### src/rtl/axi_lite_gpio_master_if.sv
// AXI4-Lite channel bundle between the GPIO bus master and the GPIO slave.
// The master modport drives address/data/valid and the response readies.
interface axi_lite_gpio_master_if #(
    parameter int ADDR_W = 9,
    parameter int DATA_W = 32
);
    logic [ADDR_W-1:0]   awaddr;
    logic                awvalid;
    logic                awready;
    logic [DATA_W-1:0]   wdata;
    logic [DATA_W/8-1:0] wstrb;
    logic                wvalid;
    logic                wready;
    logic [1:0]          bresp;
    logic                bvalid;
    logic                bready;
    logic [ADDR_W-1:0]   araddr;
    logic                arvalid;
    logic                arready;
    logic [DATA_W-1:0]   rdata;
    logic [1:0]          rresp;
    logic                rvalid;
    logic                rready;

    modport master (
        output awaddr, awvalid,
        input  awready,
        output wdata, wstrb, wvalid,
        input  wready,
        input  bresp, bvalid,
        output bready,
        output araddr, arvalid,
        input  arready,
        input  rdata, rresp, rvalid,
        output rready
    );

    modport slave (
        input  awaddr, awvalid,
        output awready,
        input  wdata, wstrb, wvalid,
        output wready,
        output bresp, bvalid,
        input  bready,
        input  araddr, arvalid,
        output arready,
        output rdata, rresp, rvalid,
        input  rready
    );
endinterface

### src/rtl/axi_lite_gpio_master.sv
// Single-outstanding AXI4-Lite master turning cmd/rsp transfers into
// GPIO register reads/writes; every output comes straight from a flop.
module axi_lite_gpio_master #(
    parameter int ADDR_W  = 9,
    parameter int DATA_W  = 32,
    parameter int TIMEOUT = 1024
) (
    input  logic                s_axi_aclk,
    input  logic                s_axi_areset,
    input  logic                cmd_valid,
    output logic                cmd_ready,
    input  logic                cmd_write,
    input  logic [ADDR_W-1:0]   cmd_addr,
    input  logic [DATA_W-1:0]   cmd_wdata,
    input  logic [DATA_W/8-1:0] cmd_wstrb,
    output logic                rsp_valid,
    input  logic                rsp_ready,
    output logic                rsp_write,
    output logic [DATA_W-1:0]   rsp_rdata,
    output logic [1:0]          rsp_resp,
    output logic                timeout_err,
    axi_lite_gpio_master_if.master m
);
    localparam int CW = $clog2(TIMEOUT + 1);
    localparam logic [CW-1:0] TMAX = CW'(TIMEOUT);

    typedef enum logic [2:0] {
        IDLE,
        WR,
        WR_RESP,
        RD,
        RD_RESP,
        RSP
    } state_t;

    state_t state_q, state_d;

    logic                cmd_ready_q, cmd_ready_d;
    logic [ADDR_W-1:0]   addr_q, addr_d;
    logic [DATA_W-1:0]   wdata_q, wdata_d;
    logic [DATA_W/8-1:0] wstrb_q, wstrb_d;
    logic                awvalid_q, awvalid_d;
    logic                wvalid_q, wvalid_d;
    logic                bready_q, bready_d;
    logic                arvalid_q, arvalid_d;
    logic                rready_q, rready_d;
    logic                rsp_valid_q, rsp_valid_d;
    logic                rsp_write_q, rsp_write_d;
    logic [DATA_W-1:0]   rsp_rdata_q, rsp_rdata_d;
    logic [1:0]          rsp_resp_q, rsp_resp_d;
    logic                err_q, err_d;
    logic [CW-1:0]       cnt_q, cnt_d;

    logic aw_hs, w_hs, b_hs, ar_hs, r_hs, any_hs, wait_st;
    logic unused_addr_lsb;

    assign unused_addr_lsb = ^cmd_addr[1:0];

    assign aw_hs  = awvalid_q && m.awready;
    assign w_hs   = wvalid_q && m.wready;
    assign b_hs   = bready_q && m.bvalid;
    assign ar_hs  = arvalid_q && m.arready;
    assign r_hs   = rready_q && m.rvalid;
    assign any_hs = aw_hs || w_hs || b_hs || ar_hs || r_hs;

    assign wait_st = (state_q == WR) || (state_q == WR_RESP) ||
                     (state_q == RD) || (state_q == RD_RESP);

    always_comb begin
        state_d     = state_q;
        cmd_ready_d = cmd_ready_q;
        addr_d      = addr_q;
        wdata_d     = wdata_q;
        wstrb_d     = wstrb_q;
        awvalid_d   = awvalid_q;
        wvalid_d    = wvalid_q;
        bready_d    = bready_q;
        arvalid_d   = arvalid_q;
        rready_d    = rready_q;
        rsp_valid_d = rsp_valid_q;
        rsp_write_d = rsp_write_q;
        rsp_rdata_d = rsp_rdata_q;
        rsp_resp_d  = rsp_resp_q;
        cnt_d       = '0;
        err_d       = err_q;

        unique case (state_q)
            IDLE: begin
                cmd_ready_d = 1'b1;
                if (cmd_valid && cmd_ready_q) begin
                    cmd_ready_d = 1'b0;
                    addr_d      = {cmd_addr[ADDR_W-1:2], 2'b00};
                    wdata_d     = cmd_wdata;
                    wstrb_d     = cmd_wstrb;
                    if (cmd_write) begin
                        awvalid_d = 1'b1;
                        wvalid_d  = 1'b1;
                        state_d   = WR;
                    end else begin
                        arvalid_d = 1'b1;
                        state_d   = RD;
                    end
                end
            end
            WR: begin
                // AW and W retire independently; leave once neither is pending
                if (aw_hs) awvalid_d = 1'b0;
                if (w_hs)  wvalid_d  = 1'b0;
                if ((!awvalid_q || aw_hs) && (!wvalid_q || w_hs)) begin
                    bready_d = 1'b1;
                    state_d  = WR_RESP;
                end
            end
            WR_RESP: begin
                if (b_hs) begin
                    bready_d    = 1'b0;
                    rsp_valid_d = 1'b1;
                    rsp_write_d = 1'b1;
                    rsp_rdata_d = '0;
                    rsp_resp_d  = m.bresp;
                    state_d     = RSP;
                end
            end
            RD: begin
                if (ar_hs) begin
                    arvalid_d = 1'b0;
                    rready_d  = 1'b1;
                    state_d   = RD_RESP;
                end
            end
            RD_RESP: begin
                if (r_hs) begin
                    rready_d    = 1'b0;
                    rsp_valid_d = 1'b1;
                    rsp_write_d = 1'b0;
                    rsp_rdata_d = m.rdata;
                    rsp_resp_d  = m.rresp;
                    state_d     = RSP;
                end
            end
            RSP: begin
                if (rsp_ready) begin
                    rsp_valid_d = 1'b0;
                    cmd_ready_d = 1'b1;
                    state_d     = IDLE;
                end
            end
            default: state_d = IDLE;
        endcase

        // wait counter saturates at TIMEOUT; the transaction itself keeps waiting
        if (wait_st && (state_d == state_q) && !any_hs) begin
            cnt_d = (cnt_q == TMAX) ? cnt_q : cnt_q + CW'(1);
        end
        if (wait_st && (cnt_d == TMAX)) begin
            err_d = 1'b1;
        end
    end

    always_ff @(posedge s_axi_aclk or posedge s_axi_areset) begin
        if (s_axi_areset) begin
            state_q     <= IDLE;
            cmd_ready_q <= 1'b0;
            addr_q      <= '0;
            wdata_q     <= '0;
            wstrb_q     <= '0;
            awvalid_q   <= 1'b0;
            wvalid_q    <= 1'b0;
            bready_q    <= 1'b0;
            arvalid_q   <= 1'b0;
            rready_q    <= 1'b0;
            rsp_valid_q <= 1'b0;
            rsp_write_q <= 1'b0;
            rsp_rdata_q <= '0;
            rsp_resp_q  <= '0;
            cnt_q       <= '0;
            err_q       <= 1'b0;
        end else begin
            state_q     <= state_d;
            cmd_ready_q <= cmd_ready_d;
            addr_q      <= addr_d;
            wdata_q     <= wdata_d;
            wstrb_q     <= wstrb_d;
            awvalid_q   <= awvalid_d;
            wvalid_q    <= wvalid_d;
            bready_q    <= bready_d;
            arvalid_q   <= arvalid_d;
            rready_q    <= rready_d;
            rsp_valid_q <= rsp_valid_d;
            rsp_write_q <= rsp_write_d;
            rsp_rdata_q <= rsp_rdata_d;
            rsp_resp_q  <= rsp_resp_d;
            cnt_q       <= cnt_d;
            err_q       <= err_d;
        end
    end

    assign cmd_ready   = cmd_ready_q;
    assign rsp_valid   = rsp_valid_q;
    assign rsp_write   = rsp_write_q;
    assign rsp_rdata   = rsp_rdata_q;
    assign rsp_resp    = rsp_resp_q;
    assign timeout_err = err_q;

    assign m.awaddr  = addr_q;
    assign m.awvalid = awvalid_q;
    assign m.wdata   = wdata_q;
    assign m.wstrb   = wstrb_q;
    assign m.wvalid  = wvalid_q;
    assign m.bready  = bready_q;
    assign m.araddr  = addr_q;
    assign m.arvalid = arvalid_q;
    assign m.rready  = rready_q;
endmodule

### src/flat_wrapper.sv
// flat-port wrapper written by rule: the top's interface ports become plain ports
module axi_lite_gpio_master_flat 
#(
    parameter int ADDR_W  = 9,
    parameter int DATA_W  = 32,
    parameter int TIMEOUT = 1024
)
  (s_axi_aclk, s_axi_areset, cmd_valid, cmd_ready, cmd_write, cmd_addr, cmd_wdata, cmd_wstrb, rsp_valid, rsp_ready, rsp_write, rsp_rdata, rsp_resp, timeout_err, m_awaddr, m_awvalid, m_awready, m_wdata, m_wstrb, m_wvalid, m_wready, m_bresp, m_bvalid, m_bready, m_araddr, m_arvalid, m_arready, m_rdata, m_rresp, m_rvalid, m_rready);
  axi_lite_gpio_master_if #(.ADDR_W(ADDR_W), .DATA_W(DATA_W)) m_i ();
  input  logic s_axi_aclk;
  input  logic s_axi_areset;
  input  logic cmd_valid;
  output logic cmd_ready;
  input  logic cmd_write;
  input  logic [ADDR_W-1:0] cmd_addr;
  input  logic [DATA_W-1:0] cmd_wdata;
  input  logic [DATA_W/8-1:0] cmd_wstrb;
  output logic rsp_valid;
  input  logic rsp_ready;
  output logic rsp_write;
  output logic [DATA_W-1:0] rsp_rdata;
  output logic [1:0] rsp_resp;
  output logic timeout_err;
  output wire logic [$bits(m_i.awaddr)-1:0] m_awaddr;
  output wire logic [$bits(m_i.awvalid)-1:0] m_awvalid;
  input wire logic [$bits(m_i.awready)-1:0] m_awready;
  output wire logic [$bits(m_i.wdata)-1:0] m_wdata;
  output wire logic [$bits(m_i.wstrb)-1:0] m_wstrb;
  output wire logic [$bits(m_i.wvalid)-1:0] m_wvalid;
  input wire logic [$bits(m_i.wready)-1:0] m_wready;
  input wire logic [$bits(m_i.bresp)-1:0] m_bresp;
  input wire logic [$bits(m_i.bvalid)-1:0] m_bvalid;
  output wire logic [$bits(m_i.bready)-1:0] m_bready;
  output wire logic [$bits(m_i.araddr)-1:0] m_araddr;
  output wire logic [$bits(m_i.arvalid)-1:0] m_arvalid;
  input wire logic [$bits(m_i.arready)-1:0] m_arready;
  input wire logic [$bits(m_i.rdata)-1:0] m_rdata;
  input wire logic [$bits(m_i.rresp)-1:0] m_rresp;
  input wire logic [$bits(m_i.rvalid)-1:0] m_rvalid;
  output wire logic [$bits(m_i.rready)-1:0] m_rready;
  assign m_awaddr = m_i.awaddr;
  assign m_awvalid = m_i.awvalid;
  assign m_i.awready = m_awready;
  assign m_wdata = m_i.wdata;
  assign m_wstrb = m_i.wstrb;
  assign m_wvalid = m_i.wvalid;
  assign m_i.wready = m_wready;
  assign m_i.bresp = m_bresp;
  assign m_i.bvalid = m_bvalid;
  assign m_bready = m_i.bready;
  assign m_araddr = m_i.araddr;
  assign m_arvalid = m_i.arvalid;
  assign m_i.arready = m_arready;
  assign m_i.rdata = m_rdata;
  assign m_i.rresp = m_rresp;
  assign m_i.rvalid = m_rvalid;
  assign m_rready = m_i.rready;
  axi_lite_gpio_master #(.ADDR_W(ADDR_W), .DATA_W(DATA_W), .TIMEOUT(TIMEOUT)) u_core (.s_axi_aclk(s_axi_aclk), .s_axi_areset(s_axi_areset), .cmd_valid(cmd_valid), .cmd_ready(cmd_ready), .cmd_write(cmd_write), .cmd_addr(cmd_addr), .cmd_wdata(cmd_wdata), .cmd_wstrb(cmd_wstrb), .rsp_valid(rsp_valid), .rsp_ready(rsp_ready), .rsp_write(rsp_write), .rsp_rdata(rsp_rdata), .rsp_resp(rsp_resp), .timeout_err(timeout_err), .m(m_i));
endmodule
### config.mk
export PLATFORM = sky130hd
export DESIGN_NAME = axi_lite_gpio_master_flat
export DESIGN_NICKNAME = d
export VERILOG_FILES = /design/src/rtl/axi_lite_gpio_master_if.sv /design/src/rtl/axi_lite_gpio_master.sv /design/src/flat_wrapper.sv
export SDC_FILE = /design/constraint.sdc
export NUM_CORES = 1
export LEC_CHECK = 0
export CAP_MARGIN = 0
export CORE_MARGIN = 2
export CORE_UTILIZATION = 40
export CTS_CLUSTER_DIAMETER = 120
export DETAILED_ROUTE_END_ITERATION = 8
export PLACE_DENSITY = 0.77
export SLEW_MARGIN = 20
export SYNTH_ARGS = -nofsm -noshare
export SYNTH_HDL_FRONTEND = slang
export SYNTH_SLANG_ARGS = --single-unit
### constraint.sdc
create_clock -name s_axi_aclk -period 3.22 [get_ports s_axi_aclk]
set_input_delay 0.322 -clock s_axi_aclk [delete_from_list [all_inputs] [get_ports s_axi_aclk]]
set_output_delay 0.322 -clock s_axi_aclk [all_outputs]
set_load 0.05 [all_outputs]
==> flow_summary.yaml <==
status:
  status: "finished, final reports clean"
setup_path:
  slowest_stage: "dfrtp_1"
  cp-startpoint: "u_core.state_q[0]"
  reg2reg_slack_ns: 1.01
  path_cells: "or3_4 -> nor3_1 -> or4_1 -> a311oi_1 -> a41o_1"
  cp_top_family: "simple AND/OR/NAND/NOR gates"
  r2r-end: "u_core.timeout_err"
  reg2reg_depth: 5
  path_depth: 5
  critPathCaptureType: "flop"
  worst-path-max-fanout: 12
  path_buf_inv: 0
  rr_startpoint: "u_core.state_q[0]"
  critical_path_required_ns: 3.47
  cpPeakStageDelay_ns: 0.52
  setup.worst_path.start_class: "flop"
  endpoint: "u_core.timeout_err"
  worstPathArrival_ns: 2.46
  path_class: "flop to flop"
clocking:
  clkTransAtPathRegs_ns: 0.11
  cts_resized: 0
  root_buffer: "clkbuf_8"
  cts_max_level: 3
  cts_made_buffers: 9
  postCtsHoldBufs: 0
  clock_latency_ns: 0.36
  cts_setup_buffers: 0
  clockBufferDepth: 2
  cts.sinks: 100
  cts_tree: "built"
floorplanning:
  die_area_um2: 11500
  initial_utilization_pct: 41.1
  die_w_um: 107
  die_height_um: 107
  coreArea_um2: 10300
  ios: 188
  rows: 37
yosys:
  avgSynthCellArea_um2: 12.9
  synth_ff_type: "dfrtp_1"
  synth_seq_area_share_pct: 58.9
  synth_fa_ha_area_share_pct: 0.589
  yosysWarnings: 0
  synth.area.top_cells: "dfrtp_1, mux2_2, a22o_1"
  synth_compound_gate_area_share_pct: 10.8
  async_reset_ff_share_pct: 100
  yosys.area.top_type: "dfrtp_1"
  synth_cell_type_count: 49
  yosysMostFrequentCell: "dfrtp_1"
  synth_xor_area_share_pct: 2.27
  synth_edf_count: 0
  synth-seq-cells: 100
  synthTopCellsByCount: "dfrtp_1, mux2_2, a22o_1, nor2_1, nand2_1"
  synth_top_area_share_pct: 58.9
  synthSimpleGateAreaFrac_pct: 9.05
  synth.cell_area_um2: 4250
  synth_top_family_by_area: "multiplexers"
  muxShareOfSynthArea_pct: 12.1
  postSynthCellCount: 329
flow_run:
  cap_violations: 0
power_and_ir_drop:
  power_density_nw_per_um2: 1130
  combPwrFrac_pct: 59.4
  pwr-share-seq_pct: 30.0
  p_sw_mw: 3.47
  swShare_pct: 48.9
  leakage_nw: 2.65
  cellInternalPower_mw: 3.64
  peakVddDrop_mv: 0.681
  clkPwrFrac_pct: 10.6
  power_mw: 7.11
timing:
  timing.final.crit_period_ns: 2.21
  slew_violations: 0
  slew_headroom_pct: 50.4
  setup_viol: 0
  max_freq_ghz: 0.453
  rsz0062_at_grt: "false"
  hold_violations: 0
  fin_worst_skew_ns: 0.00991
  fin_tns_setup_ns: 0
  fin_crit_sh_pct: 68.5
  tightest_slew_ns: 0.743
final_layout:
  antenna_cells: 0
  fin_nets: 593
  stdcell_count: 640
  postLayoutCellArea_um2: 6280
  drive_gt1_share_pct: 14.9
  fillCellCount: 847
  area_growth_pct: 47.9
routing:
  firstDrtPassIters: 6
  via_count: 3142
  postRouteAntennaNets: 0
  dr.first_iter.drc_count: 80
  drc: 0
  wl_per_cell_um: 15.7
  via_per_inst: 4.91
  wl_um: 10100
worst_hold_path:
  min_path_type: "input pin to async pin"
placed_design:
  place_hpwl_um: 7360
  dp.cells: 625
  placed_area_um2: 6100
  port_buffers: 181
  gp_congestion: 0.855
global_route:
  overflow: 0
  grt.total_usage_pct: 17.8
  grt_pass1_vias: 3252
  grt_max_degree: 50
  grt_pass1_wl_um: 16300
  antenna_found_initial: 0
worst register-to-register path, cell delays in order, from the launching register on:
cell and delay (ns):
dfrtp_1 0.52, or3_4 0.47, nor3_1 0.35, or4_1 0.46, a311oi_1 0.10, a41o_1 0.22
cell families (layout without fill, tap and decap cells):
group           after synthesis  in the layout
flops                       100            100
simple gates                 69             69
compound gates               58             58
mux                          46             46
buf+inv                      42            214
xor+xnor                     11             11
fa+ha+maj                     2              2
other cells                   1              4
sequential cells by signal, indices dropped and copies added (netlist names):
name / flops
u_core.rsp_rdata: 32
u_core.timeout_err: 1
u_core.rsp_valid: 1
u_core.m.bready: 1
u_core.m.rready: 1
u_core.cnt_q: 11
u_core.m.awvalid: 1
u_core.m.araddr: 7
u_core.rsp_write: 1
u_core.m.wvalid: 1
u_core.rsp_resp: 2
u_core.state_q: 3
u_core.m.arvalid: 1
u_core.cmd_ready: 1
u_core.m.wdata: 32
u_core.m.wstrb: 4
metal layers:
metal  wire (µm)  GRT usage, %  part of all wire [%]
met1        4160          22.0                    41
met4         138          4.64                   1.4
met3         678          5.23                   6.7
met5           0             0                     0
met2        5090          30.7                    51
placed cells by master (no fill, tap or decap), types with 2 or more instances in the layout:
cell type,instances
clkdlybuf4s50_1,181
dfrtp_1,100
mux2_2,44
a22o_1,34
nor2_1,23
nand2_1,14
inv_1,11
nand3_1,10
clkbuf_8,9
o21ai_0,6
xnor2_1,6
xor2_1,5
conb_1,4
inv_6,4
buf_4,4
nor3_1,3
a21oi_1,3
mux2i_1,2
o21ai_1,2
nand4_1,2
nor4b_4,2
o22a_1,2
ha_1,2
buf_12,2
worst min-delay path by stage:
stage,slack [ns],start,cells past startpoint,to
2_1_floorplan,0.46,m_rdata[10],1,u_core.rsp_rdata[10]
3_3_place_gp,0.46,u_core.timeout_err,1,u_core.timeout_err
3_5_place_dp,0.47,u_core.timeout_err,1,u_core.timeout_err
4_1_cts,0.41,s_axi_areset,2,u_core.m.wdata[26]
5_1_grt,0.44,s_axi_areset,2,u_core.m.wdata[26]
6_report,0.39,s_axi_areset,2,u_core.rsp_rdata[1]
stage by stage:
| stage | worst slack, ns | util, % | hold slack (ns) |
|---|---|---|---|
| after floorplan | 0.279 | - | 0.462 |
| after global placement | 0.925 | 59.1 | 0.461 |
| after detailed placement | 0.903 | 59.1 | 0.465 |
| after CTS | 1.01 | 60.9 | 0.413 |
| after global routing | 0.834 | 60.9 | 0.443 |
| final | 1.01 | 60.9 | 0.389 |
cell type report:
| type | instances | area, µm² | share of cell area [%] |
|---|---|---|---|
| clock buffers | 9 | 124 | 1.97 |
| clock inverters | 6 | 55.1 | 0.876 |
| inverters | 12 | 47.5 | 0.757 |
| multi-input cells | 190 | 1500 | 23.9 |
| flip-flops and latches | 100 | 2500 | 39.8 |
| well taps | 136 | 170 | 2.71 |
| repair buffers | 187 | 1880 | 30.0 |
power by group through the flow:
stage	logic [mW]	clock network [mW]	registers (mW)
final	4.22	0.752	2.13
after global routing	4.40	0.835	2.21
after CTS	4.26	0.787	2.14
after detailed placement	4.26	0	2.15
after global placement	4.21	0	2.13
after floorplan	1.14	0	3.87
No activity file was read; power rests on OpenSTA's default activity.
